**src/rtl/alu_flag_unit.sv**
```systemverilog
// EX-stage condition-flag register with per-opcode update masks, same-cycle
// flag bypass for the ID-stage branch decision, and a saturation-event counter.
module alu_flag_unit (
    input  logic        clk,
    input  logic        rst_n,
    input  logic        ex_valid,
    input  logic        stall,
    input  logic        flush,
    input  logic [3:0]  opcode,
    input  logic [15:0] alu_out,
    input  logic        alu_v,
    input  logic        psa_ovfl,
    input  logic        br_valid,
    input  logic [2:0]  br_cond,
    input  logic        clr_cnt,
    output logic [2:0]  flags,
    output logic        br_taken,
    output logic [15:0] sat_cnt
);

    typedef enum logic [3:0] {
        OP_ADD    = 4'b0000,
        OP_SUB    = 4'b0001,
        OP_XOR    = 4'b0010,
        OP_RED    = 4'b0011,
        OP_SLL    = 4'b0100,
        OP_SRA    = 4'b0101,
        OP_ROR    = 4'b0110,
        OP_PADDSB = 4'b0111
    } opcode_e;

    typedef enum logic [2:0] {
        CC_NE  = 3'b000,
        CC_EQ  = 3'b001,
        CC_GT  = 3'b010,
        CC_LT  = 3'b011,
        CC_GTE = 3'b100,
        CC_LTE = 3'b101,
        CC_OV  = 3'b110,
        CC_UNC = 3'b111
    } cond_e;

    logic       commit;
    logic       write_all;
    logic       write_z;
    logic       is_addsub;
    logic       is_paddsb;
    logic       sat_event;
    logic [2:0] flags_next;
    logic       e_z;
    logic       e_v;
    logic       e_n;
    logic       cond;

    assign commit = ex_valid & ~stall & ~flush;

    // NOTE: every signal assigned in an always_comb gets a default first, so no path leaves it unassigned and no latch is inferred.
    always_comb begin
        write_all = 1'b0;
        write_z   = 1'b0;
        is_addsub = 1'b0;
        is_paddsb = 1'b0;
        case (opcode)
            OP_ADD, OP_SUB: begin
                write_all = 1'b1;
                is_addsub = 1'b1;
            end
            OP_XOR, OP_SLL, OP_SRA, OP_ROR: write_z = 1'b1;
            OP_PADDSB: is_paddsb = 1'b1;
            default: ;
        endcase
    end

    // Flag order is {Z, V, N}; a masked-off flag simply carries its registered value.
    always_comb begin
        flags_next = flags;
        if (commit && write_all) begin
            flags_next = {(alu_out == 16'h0000), alu_v, alu_out[15]};
        end else if (commit && write_z) begin
            flags_next[2] = (alu_out == 16'h0000);
        end
    end

    // The branch sees the flags this cycle's commit will write, not the stale ones.
    assign e_z = flags_next[2];
    assign e_v = flags_next[1];
    assign e_n = flags_next[0];

    always_comb begin
        cond = 1'b1;
        case (br_cond)
            CC_NE:  cond = ~e_z;
            CC_EQ:  cond = e_z;
            CC_GT:  cond = ~e_z & ~e_n;
            CC_LT:  cond = e_n;
            CC_GTE: cond = e_z | (~e_z & ~e_n);
            CC_LTE: cond = e_n | e_z;
            CC_OV:  cond = e_v;
            CC_UNC: cond = 1'b1;
            default: cond = 1'b1;
        endcase
    end

    assign br_taken  = br_valid & cond;
    assign sat_event = commit & ((is_addsub & alu_v) | (is_paddsb & psa_ovfl));

    // NOTE: state registers use non-blocking assignments so every flop samples pre-edge values regardless of block order.
    always_ff @(posedge clk or negedge rst_n) begin
        if (!rst_n) begin
            flags <= 3'b000;
        end else begin
            flags <= flags_next;
        end
    end

    // The clear wins over a same-cycle event; the count sticks at all-ones.
    always_ff @(posedge clk or negedge rst_n) begin
        if (!rst_n) begin
            sat_cnt <= 16'h0000;
        end else if (clr_cnt) begin
            sat_cnt <= 16'h0000;
        end else if (sat_event && (sat_cnt != 16'hFFFF)) begin
            sat_cnt <= sat_cnt + 16'd1;
        end
    end

endmodule

```
**config.mk**
```make
export PLATFORM = sky130hd
export DESIGN_NAME = alu_flag_unit
export DESIGN_NICKNAME = d
export VERILOG_FILES = /design/src/rtl/alu_flag_unit.sv
export SDC_FILE = /design/constraint.sdc
export NUM_CORES = 1
export LEC_CHECK = 0
export BUFFER_PORTS_ARGS = -buffer_cell sky130_fd_sc_hd__buf_2
export CAP_MARGIN = 20
export CORE_ASPECT_RATIO = 0.7
export CORE_MARGIN = 2
export CORE_UTILIZATION = 35
export DETAILED_ROUTE_END_ITERATION = 12
export GPL_ROUTABILITY_DRIVEN = 0
export MAX_ROUTING_LAYER = met4
export PLACE_DENSITY = 0.74
export SYNTH_ARGS = -nofsm -noshare
export SYNTH_HDL_FRONTEND = slang
export SYNTH_SLANG_ARGS = --single-unit
export TNS_END_PERCENT = 1
```
**constraint.sdc**
```tcl
create_clock -name clk -period 2.15 [get_ports clk]
set_input_delay 0.215 -clock clk [delete_from_list [all_inputs] [get_ports clk]]
set_output_delay 0.215 -clock clk [all_outputs]
set_load 0.02 [all_outputs]
```
======== Word level (Yosys, flattened, before mapping) ========
Index checks and enable logic that the tools add are counted.
word-level totals
  word-level logic and storage cells ...... 49
  output and inout port bits .............. 20
  register bits after elaboration ......... 19
  input port bits ......................... 32
operators by class
  equality and inequality tests ........... 14
  add/sub/neg operators ................... 1
  muxes and demuxes ....................... 9
  bitwise gates (word level) .............. 14
  reductions and logical operators ........ 9
operator list
  cell                     number
  $mux W16                 2
  $add A16 B1 Y16 const B  1
  $eq A4 B3 Y1 const B     4
  $logic_not A16 Y1        1
  $ne A16 B16 Y1 const B   1
  $eq A3 B3 Y1 const B     4
  $pmux W1 S8              1
  $and A1 B1 Y1            7
  $eq A3 B2 Y1 const B     2
  $mux W1                  5
  $eq A4 B1 Y1 const B     1
  $eq A4 B2 Y1 const B     1
  $logic_not A4 Y1         1
  $not A1 Y1               4
  $reduce_or A4 Y1         1
  $eq A3 B1 Y1 const B     1
  $logic_and A1 B1 Y1      3
  $logic_not A3 Y1         1
  $or A1 B1 Y1             3
  $mux W2                  1
  $reduce_bool A2 Y1       1
  $reduce_or A2 Y1         1

======== Depth between registers and ports, before layout ========
Gate-level depths: netlist (run 1).
  word-level depth ........................ 11
  gate-level depth with buffers ........... 7
  gate-level depth less buffers ........... 7

======== Least setup slack after synthesis (run 1) ========
Ideal clock, no wire load.
  path type ............................... reg-to-reg
  start point ............................. register sat_cnt[0]
  end point ............................... register sat_cnt[15]
  data arrival time ....................... 1,857 ps
  required time ........................... 2,072 ps
  slack ................................... 215 ps
  library setup time ...................... 78 ps
  buffers on the path ..................... 0
  cell stages (with the launch flop) ...... 7
  cells stage by stage .................... dfrtp_1 > ha_1 > nand3_1 > nor3_1 > or4b_4 > or3_1 > a21oi_1
on the way
  word-level cells in the longest chain between the ends .. 3
  elaborated cells between the ends (all ways) .. 6
  those cells by class .................... 1 x add/sub; 1 x eq/ne; 2 x mux; 2 x reduce/logical
RTL lines
  item                                                      RTL line  text
  start, declared                                           18        output logic [15:0] sat_cnt
  start signal, assigned                                    123       sat_cnt <= sat_cnt + 16'd1;
  $add A16 B1 Y16 / $ne A16 B16 Y1 (equally long branches)  123, 122
  $mux W16 / $logic_and A1 B1 Y1 (equally long branches)    122       end else if (sat_event && (sat_cnt != 16'hFFFF)) begin
  $mux W16 / $reduce_bool A2 Y1 (equally long branches)     n/a
Parallel ways exist; a longest one is shown, timed or not. The select of a mux whose other input is x is not followed.
A chain may end at the register's enable or synchronous reset.

======== Worst setup path after layout (run 1) ========
  start point ............................. input port flush
  end point ............................... output port br_taken
on the way
  elaborated cells between the ends (all ways) .. 14
  those cells by class .................... 4 x mux; 8 x bitwise; 2 x reduce/logical
RTL lines
  item                   RTL line  text
  start, declared        8         input logic flush,
  $not A1 Y1 *           55        assign commit = ex_valid & ~stall & ~flush;
  $and A1 B1 Y1 *        55
  $logic_and A1 B1 Y1 *  77        if (commit && write_all) begin
  $mux W2 *              77
  named net e_n          52        logic e_n;
  $not A1 Y1             94, 96
  $and A1 B1 Y1          94, 96
  $or A1 B1 Y1           96        CC_GTE: cond = e_z | (~e_z & ~e_n);
  $pmux W1 S8 *          91        case (br_cond)
  $and A1 B1 Y1 *        104       assign br_taken = br_valid & cond;
  end, declared          17        output logic br_taken,
Mark *: on every way through the listed nets, which the timed path passes. The rest lies on a longest branch.

==> key figures, run 1 <==
Clocking
  – Clock buffer depth: 2
  – CTS clock-pin slew for the worst setup and hold paths: 0.07 ns
  – Clk_lat worst skew: 0.26 ns
  – Post-CTS sizing: 0
  – Root buffer cell: clkbuf_8
  – Clock sinks: 19
  – Total CTS buffers: 3
  – H-tree depth: 1
  – CTS tree: done

Setup path
  – CP Cell Sequence: buf_2, nor4b_4, nand2_1, mux2_2, or2_2, a21oi_1, o21ai_0, buf_2
  – Required time of the critical path: 1.93 ns
  – Worst path most repeated cell: buf_2
  – Crit Reg-Reg Endpoint: sat_cnt[9]
  – Slowest stage delay, CP: between 0.3 and 0.4 ns
  – CP endpoint kind: output port
  – R2R depth: 6
  – Crit-path max FO: 5
  – R2r setup slk: 0.20 ns
  – CP Data Arrival Time: 1.76 ns
  – Critical path type: in -> out
  – Reg2reg start: sat_cnt[0]
  – Slowest CP cell: mux2_2
  – CP Launch Type: primary input

Pwr
  – Pint: 549 µW
  – P_sw: ~190 µW
  – Switching Fraction: 25.2%
  – Combinational Power Share: 15.5%
  – LEAKAGE: 0.707 nW
  – Clock share of power: 34.0%
  – Cell Pwr Density: 505 nW/µm²
  – Sequential power share: between 50% and 60%
  – Worst VDD drop: 0.267 mV

Synth
  – Post-synth EDFFs: 0
  – Netlist cell types: 32
  – Gate Count Post-Synth: 116
  – Seq/Total Area, Yosys: between 40% and 50%
  – Yosys Warn Count: 0
  – Mapped Area: 1080 µm²
  – Syn avg cell area: around 9.3 µm²
  – Async set-reset flop share out of synthesis: 100%
  – #FFs+latches synth: 19
  – Prevailing post-synth register cell: dfrtp_1
  – Mapped Nets: 149

Min path
  – Min-Delay Startpoint: alu_v
  – Number of stages on the worst hold path: 2
  – HP Class: in -> reg
  – Hold Path End: flags[1]

Final layout
  – Post-Layout Cell Count: 210
  – Layout cell share with drive strength beyond 1: between 30% and 40%
  – Antenna cells: 0
  – NumNets Final: 208
  – Area Overhead vs Synth: 35.1%
  – Layout fillers: around 300
  – Design area: 1460 µm²

Global routing
  – Initial antenna violation count: 0
  – GR Layer Usage met3: 4.62%
  – GRT Max-Usage Layer: met2
  – Global-route wire length before repair: 4650 µm
  – Remaining global-route overflow: 0
  – Met2 GRT Util: between 20% and 30%
  – Largest net degree at the start of global routing: 20
  – Total GRT Usage: 17.0%
  – Vias in the first global route: 1,060
  – GRT met1 Usage: 21.2%

Timing
  – Hold_ws: 0.233 ns
  – Final Cycle Share: 91.9%
  – Clock period minus worst slack: 1.98 ns
  – Final Hold Vio Count: 0
  – Slew headroom: 65.2%
  – RSZ-0062 raised after global routing: no
  – Clock skew: roughly 0.0019 ns
  – Actual transition at the worst max-transition pin: 0.519 ns
  – Fin. max-slew vios: 0
  – Fin Setup TNS: 0 ns
  – Fmax: a little over 500 MHz
  – Count of final setup violators: 0

Detailed routing
  – WL final: 2750 µm
  – ANT nets after route: 0
  – DRT iter0 DRCs: 26
  – # DRC: 0
  – 1st-pass router iterations: 4
  – Routed len/inst: 13.1 µm
  – Via count: 1,110
  – Via density per instance: ~5.3

Floorplanning
  – Die Y: 50.4 µm
  – Initial core utilization: 37.6%
  – # IOs: 52
  – Die ar.: 3540 µm²
  – Die Wd: 70.3 µm
  – # rows: 16
  – Core box area: 2860 µm²

Place
  – Post-place instance area: 1390 µm²
  – I/O Buffers: 51
  – Hpwl dp: 2180 µm
  – Inst Count DP: 203

Run status
  – Status: finished clean

Run
  – Max Cap Violations: 0
-- layout by cell type, fill, tap and decap left out, drive strengths merged --
master       synthesis  final
xor2                 8      8
and3                 1      1
nor4b                1      1
clkbuf               1      4
mux2i                2      2
buf                  1     55
nand3                5      5
nand2b               2      2
dlygate4sd3          0      1
a21oi                6      6
nor2b                1      1
o211ai               1      1
mux2                 2      2
nor3                 1      1
or2                  1      1
xnor2                3      3
or3                  4      4
inv                  3      3
ha                   1      1
dfrtp               19     19
nor3b                1      1
o21ai                6      6
nand4                7      7
a2111oi              1      1
a31oi                1      1
or4b                 1      1
nor4                 4      4
nor2                16     16
o2111ai              2      2
a2bb2oi              1      1
nand2               11     11
and4                 2      2
-- how the worst max path moves through the flow --
| stage | endpoint | depth (start not counted) | slack (ns) | from |
|---|---|---|---|---|
| finish | br_taken | 8 | 0.17 | flush |
| global route | br_taken | 8 | 0.007 | alu_out[3] |
| CTS | br_taken | 8 | 0.11 | stall |
| global placement | br_taken | 8 | 0.16 | stall |
| detailed placement | br_taken | 8 | 0.11 | stall |
| floorplan | sat_cnt[15] | 6 | 0.22 | sat_cnt[0] |
-- critical path, delay by kind of cell --
| kind | cells | cell delay (ns) |
|---|---|---|
| simple gates | 3 | 0.73 |
| buf+inv | 2 | 0.27 |
| compound gates | 2 | 0.21 |
| mux | 1 | 0.33 |
-- power groups by stage --
stage / combinational, mW / clock, mW / sequential (mW)
after detailed placement: 0.112 / 0 / 0.378
after global routing: 0.125 / 0.272 / 0.373
after global placement: 0.107 / 0 / 0.378
after floorplan: 0.0410 / 0 / 0.390
after CTS: 0.114 / 0.256 / 0.371
final: 0.114 / 0.249 / 0.371
-- cells in the mapped netlist, types with 3 or more instances --
master,number,area [µm²]
o21ai_0,5,25.0
xnor2_1,3,26.3
inv_1,3,11.3
dfrtp_1,19,475
nor2_1,16,60.1
a21oi_1,6,30.0
or3_1,4,25.0
nand3_1,5,25.0
nor4_1,4,25.0
nand4_1,7,43.8
nand2_1,11,41.3
xor2_1,8,70.1
-- logic make-up after synthesis --
group	synth area share [%]
AND/OR/NAND/NOR	29.6
flip-flops	44.1
AO/OA/AOI/OAI	10.5
XOR/XNOR	8.94
buffers and inverters	1.74
multiplexers	3.95
adder cells (fa/ha/maj)	1.16
-- routing by layer --
| metal | share of wire, % | up-vias |
|---|---|---|
| li1 | - | 539 |
| met1 | 44 | 534 |
| met2 | 48 | 33 |
| met3 | 6.2 | 4 |
| met4 | 0.98 | 0 |
| met5 | 0 | - |
-- state kept, by name (all words and copies together) (netlist names) --
| register | flops |
|---|---|
| sat_cnt | 16 |
| flags | 3 |
-- timing repair --
| action | 4_1_cts | 5_1_grt |
|---|---|---|
| endpoints found under the setup margin | 0 | 1 |
| buffers inserted | 0 | 2 |
| hold buffers | 1 | 0 |
| endpoints found under the hold margin | 19 | 0 |
-- final cells by class --
type                       count  area [µm²]  share of cell area (%)
multi-input combinational     92         583                    40.1
sequential                    19         475                    32.7
timing repair buffer          56         295                    20.3
clock buffer                   4        45.0                    3.10
tap                           36        45.0                    3.10
inverter                       3        11.3                   0.774
-- metrics by stage --
step	power [mW]	utilization (%)	worst slack, ns
floorplan	0.431	-	0.215
global placement	0.485	48.4	0.157
detailed placement	0.490	48.4	0.113
CTS	0.741	50.3	0.106
global route	0.770	50.8	0.00653
finish	0.734	50.8	0.174
(Power assumes the default switching activity.)
==> inputs of run 2 (changes only) <==
- PLACE_DENSITY: 0.74 -> 0.7
==> run 2 against run 1 <==
Total power up 1.8%. Sequential power barely moved. Count of clock-buffer cells in the layout decreased by 1. Setup slack worse by 0.099 ns. First-iteration DRC count grew 88%. Utilization up 0.31 points. Die area unchanged.
==> key figures, run 2 (synthesized netlist as in run 1, its figures left out) <==
Run status
  – Status: finished clean

Setup path
  – CP endpoint kind: output port
  – Reg2reg start: sat_cnt[0]
  – CP Launch Point: flush
  – Crit-path max FO: 4 (-1)
  – Required time of the critical path: 1.93 ns (about the same)
  – Critical path type: in -> out
  – CP Launch Type: primary input
  – CP Data Arrival Time: 1.86 ns (+0.10 ns)

Global routing
  – Vias in the first global route: 982 (-7.4%)
  – Global-route wire length before repair: 4370 µm (-5.9%)
  – Largest net degree at the start of global routing: 20 (unchanged)
  – Remaining global-route overflow: 0 (unchanged)
  – Initial antenna violation count: 0 (unchanged)
  – Total GRT Usage: 16.1% (-0.85 points)

Min path
  – HP Class: in -> reg
  – Min-Delay Startpoint: alu_v

Place
  – I/O Buffers: 51 (unchanged)
  – Hpwl dp: 2240 µm (+2.6%)
  – Dpl ws: 0.0393 ns (-0.0734 ns)
  – Inst Count DP: 203 (unchanged)

Timing
  – Final worst slack: 0.0748 ns (-0.0989 ns)
  – Slew headroom: 63.9% (-1.3 points)
  – Clock period minus worst slack: 2.08 ns (+0.0989 ns)
  – Actual transition at the worst max-transition pin: 0.528 ns (+0.00874 ns)
  – Final Hold Vio Count: 0 (unchanged)
  – Fin. max-slew vios: 0 (unchanged)
  – Final Cycle Share: 96.5% (+4.6 points)
  – Count of final setup violators: 0 (unchanged)
  – Fmax: 482 MHz (-4.8%)
  – Clock skew: 0.000762 ns (-0.00112 ns)

Floorplanning
  – # IOs: 52 (unchanged)
  – Die Y: 50.4 µm (unchanged)
  – Core box area: 2860 µm² (unchanged)
  – Die Wd: 70.3 µm (unchanged)
  – # rows: 16 (unchanged)
  – Die ar.: 3540 µm² (unchanged)
  – Initial core utilization: 37.6% (unchanged)

Clocking
  – CTS clock-pin slew for the worst setup and hold paths: 0.07 ns (about the same)
  – Clock sinks: 19 (unchanged)
  – H-tree depth: 1 (unchanged)
  – Total CTS buffers: 3 (unchanged)
  – CTS tree: done
  – Root buffer cell: clkbuf_8
  – Clk_lat worst skew: 0.25 ns (about the same)
  – Clock buffer depth: 2 (unchanged)

Run
  – Max Cap Violations: 0 (unchanged)

Detailed routing
  – WL final: 2880 µm (+4.8%)
  – Via count: 1,103 (-0.63%)
  – DRT iter0 DRCs: 49 (+88%)
  – 1st-pass router iterations: 4 (unchanged)
  – ANT nets after route: 0 (unchanged)
  – # DRC: 0 (unchanged)
  – Routed len/inst: 13.7 µm (+4.8%)
  – Via density per instance: 5.25 (-0.63%)

Final layout
  – Multi-input logic area: 591 µm² (+1.3%)
  – Layout fillers: 281 (-4.1%)
  – NumNets Final: 208 (unchanged)
  – Largest register FFs: 16 (unchanged)
  – Post-Layout Cell Count: 210 (unchanged)
  – Reg with most FFs: sat_cnt
  – Most common cell after layout, fill and taps aside: buf_2
  – Most frequent cells in the layout: buf_2 (51), dfrtp_1 (19), nor2_1 (16)
  – Layout cell share with drive strength beyond 1: 37.9% (+1.1 points)
  – Area Overhead vs Synth: 35.9%
  – Antenna cells: 0 (unchanged)
  – Reg area: 475 µm² (unchanged)
  – Top flop regs: sat_cnt: 16 flops, flags: 3 flops

Pwr
  – Switching Fraction: 26.0% (+0.85 points)
  – Cell Pwr Density: 511 nW/µm² (+1.2%)
  – Clock share of power: 33.5% (-0.5 points)
  – Pint: 553 µW (+0.64%)
  – Combinational Power Share: 16.7% (+1.2 points)
  – Worst VDD drop: 0.250 mV (-6.2%)
  – Sequential power share: 49.8% (-0.8 points)
  – Overall power: 748 µW (+1.8%)
  – P_sw: 195 µW (+5.2%)
  – LEAKAGE: 0.714 nW (+1.0%)
run 2: changes by cell type in the layout (fill, tap and decap cells not counted):
cell      change
clkbuf_1      -1
a21oi_2       +1
o21ai_0       -1
mux2_4        +1
o21ai_1       +1
clkinv_2      +1
a21oi_1       -1
mux2_2        -1
run 2: timing repair:
action | CTS | global route
hold buffers | 1 | 0
endpoints found under the setup margin | 0 | 1
setup buffers | 0 | 2
gates resized for setup | 0 | 3
endpoints found under the hold margin | 19 | 0
run 2: cell type report:
| class | instances | share of cell area (%) |
|---|---|---|
| Clock buffer | 3 | 2.82 |
| Tap cell | 36 | 3.08 |
| Multi-Input combinational cell | 92 | 40.3 |
| Timing Repair Buffer | 56 | 20.2 |
| Sequential cell | 19 | 32.5 |
| Clock inverter | 1 | 0.342 |
| Inverter | 3 | 0.769 |
run 2: path summary, 6_finish.rpt:
| path | endpoint | cells past startpoint | slack [ns] |
|---|---|---|---|
| worst min register to register | flags[1] | 1 | 0.53 |
| max in group asynchronous | sat_cnt[9] | 2 | 1.43 |
| worst max-delay path | br_taken | 8 | 0.07 |
| min in group asynchronous | sat_cnt[10] | 2 | 0.43 |
| worst min-delay path | flags[1] | 2 | 0.23 |
| worst max register to register | sat_cnt[9] | 6 | 0.18 |
run 2: routing by layer:
metal  vias to the layer above  wire length [µm]  global-route usage [%]
met1                       538              1290                    20.3
met3                         2               140                    4.82
met2                        26              1430                    25.8
li1                        537                 -                       -
met4                         0                12                    3.85
met5                         -                 0                       -
run 2: metrics by stage:
step	setup TNS [ns]	hold slack, ns	utilization (%)	instance area, µm²
floorplan	0	-0.0806	-	1080
global placement	0	0.180	48.4	1390
detailed placement	0	0.181	48.4	1390
CTS	0	0.225	50.3	1440
global route	-0.00416	0.243	51.1	1460
finish	0	0.228	51.1	1460
run 2: power groups by stage:
| stage | Sequential (mW) | Combinational (mW) | Clock [mW] |
|---|---|---|---|
| global placement | 0.378 | 0.107 | 0 |
| detailed placement | 0.378 | 0.113 | 0 |
| finish | 0.372 | 0.125 | 0.251 |
| floorplan | 0.390 | 0.0410 | 0 |
| CTS | 0.371 | 0.115 | 0.255 |
| global route | 0.373 | 0.135 | 0.268 |
run 2: critical path, stage by stage:
cell	delay, ns
buf_2	0.12
nor4b_4	0.35
nand2_1	0.15
mux2_4	0.34
or2_2	0.30
a21oi_2	0.14
o21ai_1	0.08
buf_2	0.16
==> inputs of run 3 (changes only) <==
==> constraint.sdc (replaced) <==
create_clock -name clk -period 2.15 [get_ports clk]
set_input_delay 0.3225 -clock clk [delete_from_list [all_inputs] [get_ports clk]]
set_output_delay 0.3225 -clock clk [all_outputs]
set_load 0.02 [all_outputs]
==> run 3 against run 2 <==
The run now ends with negative hold slack left. Final cell count up 0.95%. Register-to-register slack worse by 0.02 ns. Non-clock buffer count up 2. Via count up 0.36%. Die area unchanged. Count of clock-buffer cells in the layout unchanged. Largest cell class unchanged. Highest routed layer unchanged.
==> key figures, run 3 (synthesized netlist as in run 1, its figures left out) <==
Run status
  – Status: finished, violations left
  – Failing checks: negative hold slack

Clocking
  – Post-CTS setup buffer count: 0 (unchanged)
  – Clk_lat worst skew: 0.26 ns (about the same)
  – CTS tree: done
  – CTS clock-pin slew for the worst setup and hold paths: 0.08 ns (about the same)
  – Clock sinks: 19 (unchanged)
  – Cts hold-fix bufs: 0 (-1)
  – H-tree depth: 1 (unchanged)
  – Root buffer cell: clkbuf_8
  – Clock buffer depth: 2 (unchanged)
  – Total CTS buffers: 3 (unchanged)

Detailed routing
  – ANT nets after route: 0 (unchanged)
  – DRT iter0 DRCs: 31 (-37%)
  – WL final: 2990 µm (+4.0%)
  – Via count: 1,107 (+0.36%)
  – # DRC: 0 (unchanged)
  – Top layer in use: met4
  – Routed len/inst: 14.1 µm (+3.1%)
  – WL met1: 1330 µm (+2.6%)
  – Via density per instance: 5.22 (-0.58%)
  – Metal2 WL: 1530 µm (+6.9%)
  – 1st-pass router iterations: 4 (unchanged)
  – WL met3: 123 µm (-12%)

Final layout
  – Top flop regs: sat_cnt: 16 flops, flags: 3 flops
  – Layout cell share with drive strength beyond 1: 41.5% (+3.5 points)
  – Most frequent cells in the layout: buf_2 (48), dfrtp_1 (19), nor2_1 (16)
  – NumNets Final: 210 (+0.96%)
  – Area Overhead vs Synth: 41.2%
  – Antenna cells: 0 (unchanged)
  – Most common cell after layout, fill and taps aside: buf_2
  – Reg with most FFs: sat_cnt
  – Largest register FFs: 16 (unchanged)
  – Layout fillers: 277 (-1.4%)

Pwr
  – Overall power: 772 µW (+3.2%)
  – LEAKAGE: 0.735 nW (+2.9%)
  – Worst VDD drop: 0.424 mV (+70%)
  – Cell Pwr Density: 507 nW/µm² (-0.70%)

Place
  – I/O Buffers: 51 (unchanged)
  – Hpwl dp: 2290 µm (+2.3%)

Run
  – Max Cap Violations: 0 (unchanged)

Timing
  – Hold_ws: -0.0132 ns (-0.241 ns)
  – Final Cycle Share: 97.3% (+0.80 points)
  – Count of final setup violators: 0 (unchanged)
  – Slew headroom: 65.5% (+1.6 points)
  – RSZ-0062 raised after global routing: yes
  – Fin. max-slew vios: 0 (unchanged)
  – Clock period minus worst slack: 2.09 ns (+0.0172 ns)
  – Fmax: 478 MHz (-0.82%)
  – Actual transition at the worst max-transition pin: 0.504 ns (-0.0237 ns)
  – Final Hold Vio Count: 13 (+13)
  – Clock skew: 0.0109 ns (+0.0101 ns)

Global routing
  – Initial antenna violation count: 0 (unchanged)
  – Remaining global-route overflow: 0 (unchanged)
  – Largest net degree at the start of global routing: 20 (unchanged)
  – Vias in the first global route: 1,108 (+13%)
  – Total GRT Usage: 17.4% (+1.3 points)
  – Global-route wire length before repair: 4830 µm (+10%)

Floorplanning
  – Initial core utilization: 37.6% (unchanged)
  – Core box area: 2860 µm² (unchanged)
  – Die Wd: 70.3 µm (unchanged)
  – # IOs: 52 (unchanged)
  – Die Y: 50.4 µm (unchanged)
  – Die ar.: 3540 µm² (unchanged)
  – # rows: 16 (unchanged)

Setup path
  – Worst path most repeated cell: buf_6
  – CP endpoint kind: output port
  – Crit-path max FO: 2 (-2)
  – CP Launch Type: primary input
  – CP Cell Sequence: buf_6, nor4b_4, nand2_2, buf_6, mux2_4, a2bb2oi_2, o2111ai_1, o21ai_1, buf_4
  – CP Data Arrival Time: 1.77 ns (-0.09 ns)
  – Slowest stage delay, CP: 0.31 ns (-0.04 ns)
  – R2r setup slk: 0.16 ns (-0.02 ns)
  – Critical path type: in -> out
  – Slowest CP cell: nor4b_4
  – WP buf/inv: 3 (+1)
  – Critical path's top delay family: simple AND/OR/NAND/NOR gates
  – Required time of the critical path: 1.83 ns (-0.10 ns)

Min path
  – HP Class: in -> async
-- run 3: per-stage QoR --
step / worst slack, ns / TNS [ns] / util (%) / instance area, µm² / std cells
global placement: 0.0513 / 0 / 49.7 / 1420 / 208
floorplan: 0.125 / 0 / - / 1080 / 116
CTS: 0.00423 / 0 / 51.3 / 1470 / 212
finish: 0.0576 / 0 / 53.1 / 1520 / 212
detailed placement: 0.00722 / 0 / 49.7 / 1420 / 208
global route: -0.0102 / -0.0102 / 53.1 / 1520 / 212
-- run 3: final timing paths --
path / cells after the start / startpoint / endpoint
worst max-delay path: 9 / opcode[3] / br_taken
worst min-delay path: 1 / rst_n / sat_cnt[9]
worst max register to register: 6 / sat_cnt[0] / sat_cnt[11]
worst min register to register: 1 / flags[0] / flags[0]
max in group asynchronous: 1 / rst_n / sat_cnt[2]
min in group clk: 2 / alu_v / flags[1]
-- run 3: final cells by class --
cell class                      instances  area (µm²)  area share [%]
Tap cell                               36        45.0            2.96
Inverter                                3        11.3           0.740
Multi-Input combinational cell         92         617            40.5
Timing Repair Buffer                   58         327            21.5
Clock buffer                            3        41.3            2.71
Sequential cell                        19         475            31.2
Clock inverter                          1        5.00           0.329
-- run 3: power breakdown --
part / internal (mW) / switching, mW / total, mW
clock: 0.129 / 0.127 / 0.256
combinational: 0.0709 / 0.0718 / 0.143
sequential: 0.367 / 0.00656 / 0.373
-- run 3: routing by layer --
layer  track usage, %  up-vias
li1                 -      540
met2             28.9       22
met5                -        -
met4             4.81        0
met3             4.42        2
met1             21.3      543
-- run 3: what timing repair did --
item,CTS,global route
endpoints found under the setup margin,0,1
hold endpoints to repair,0,0
resized for setup,0,13
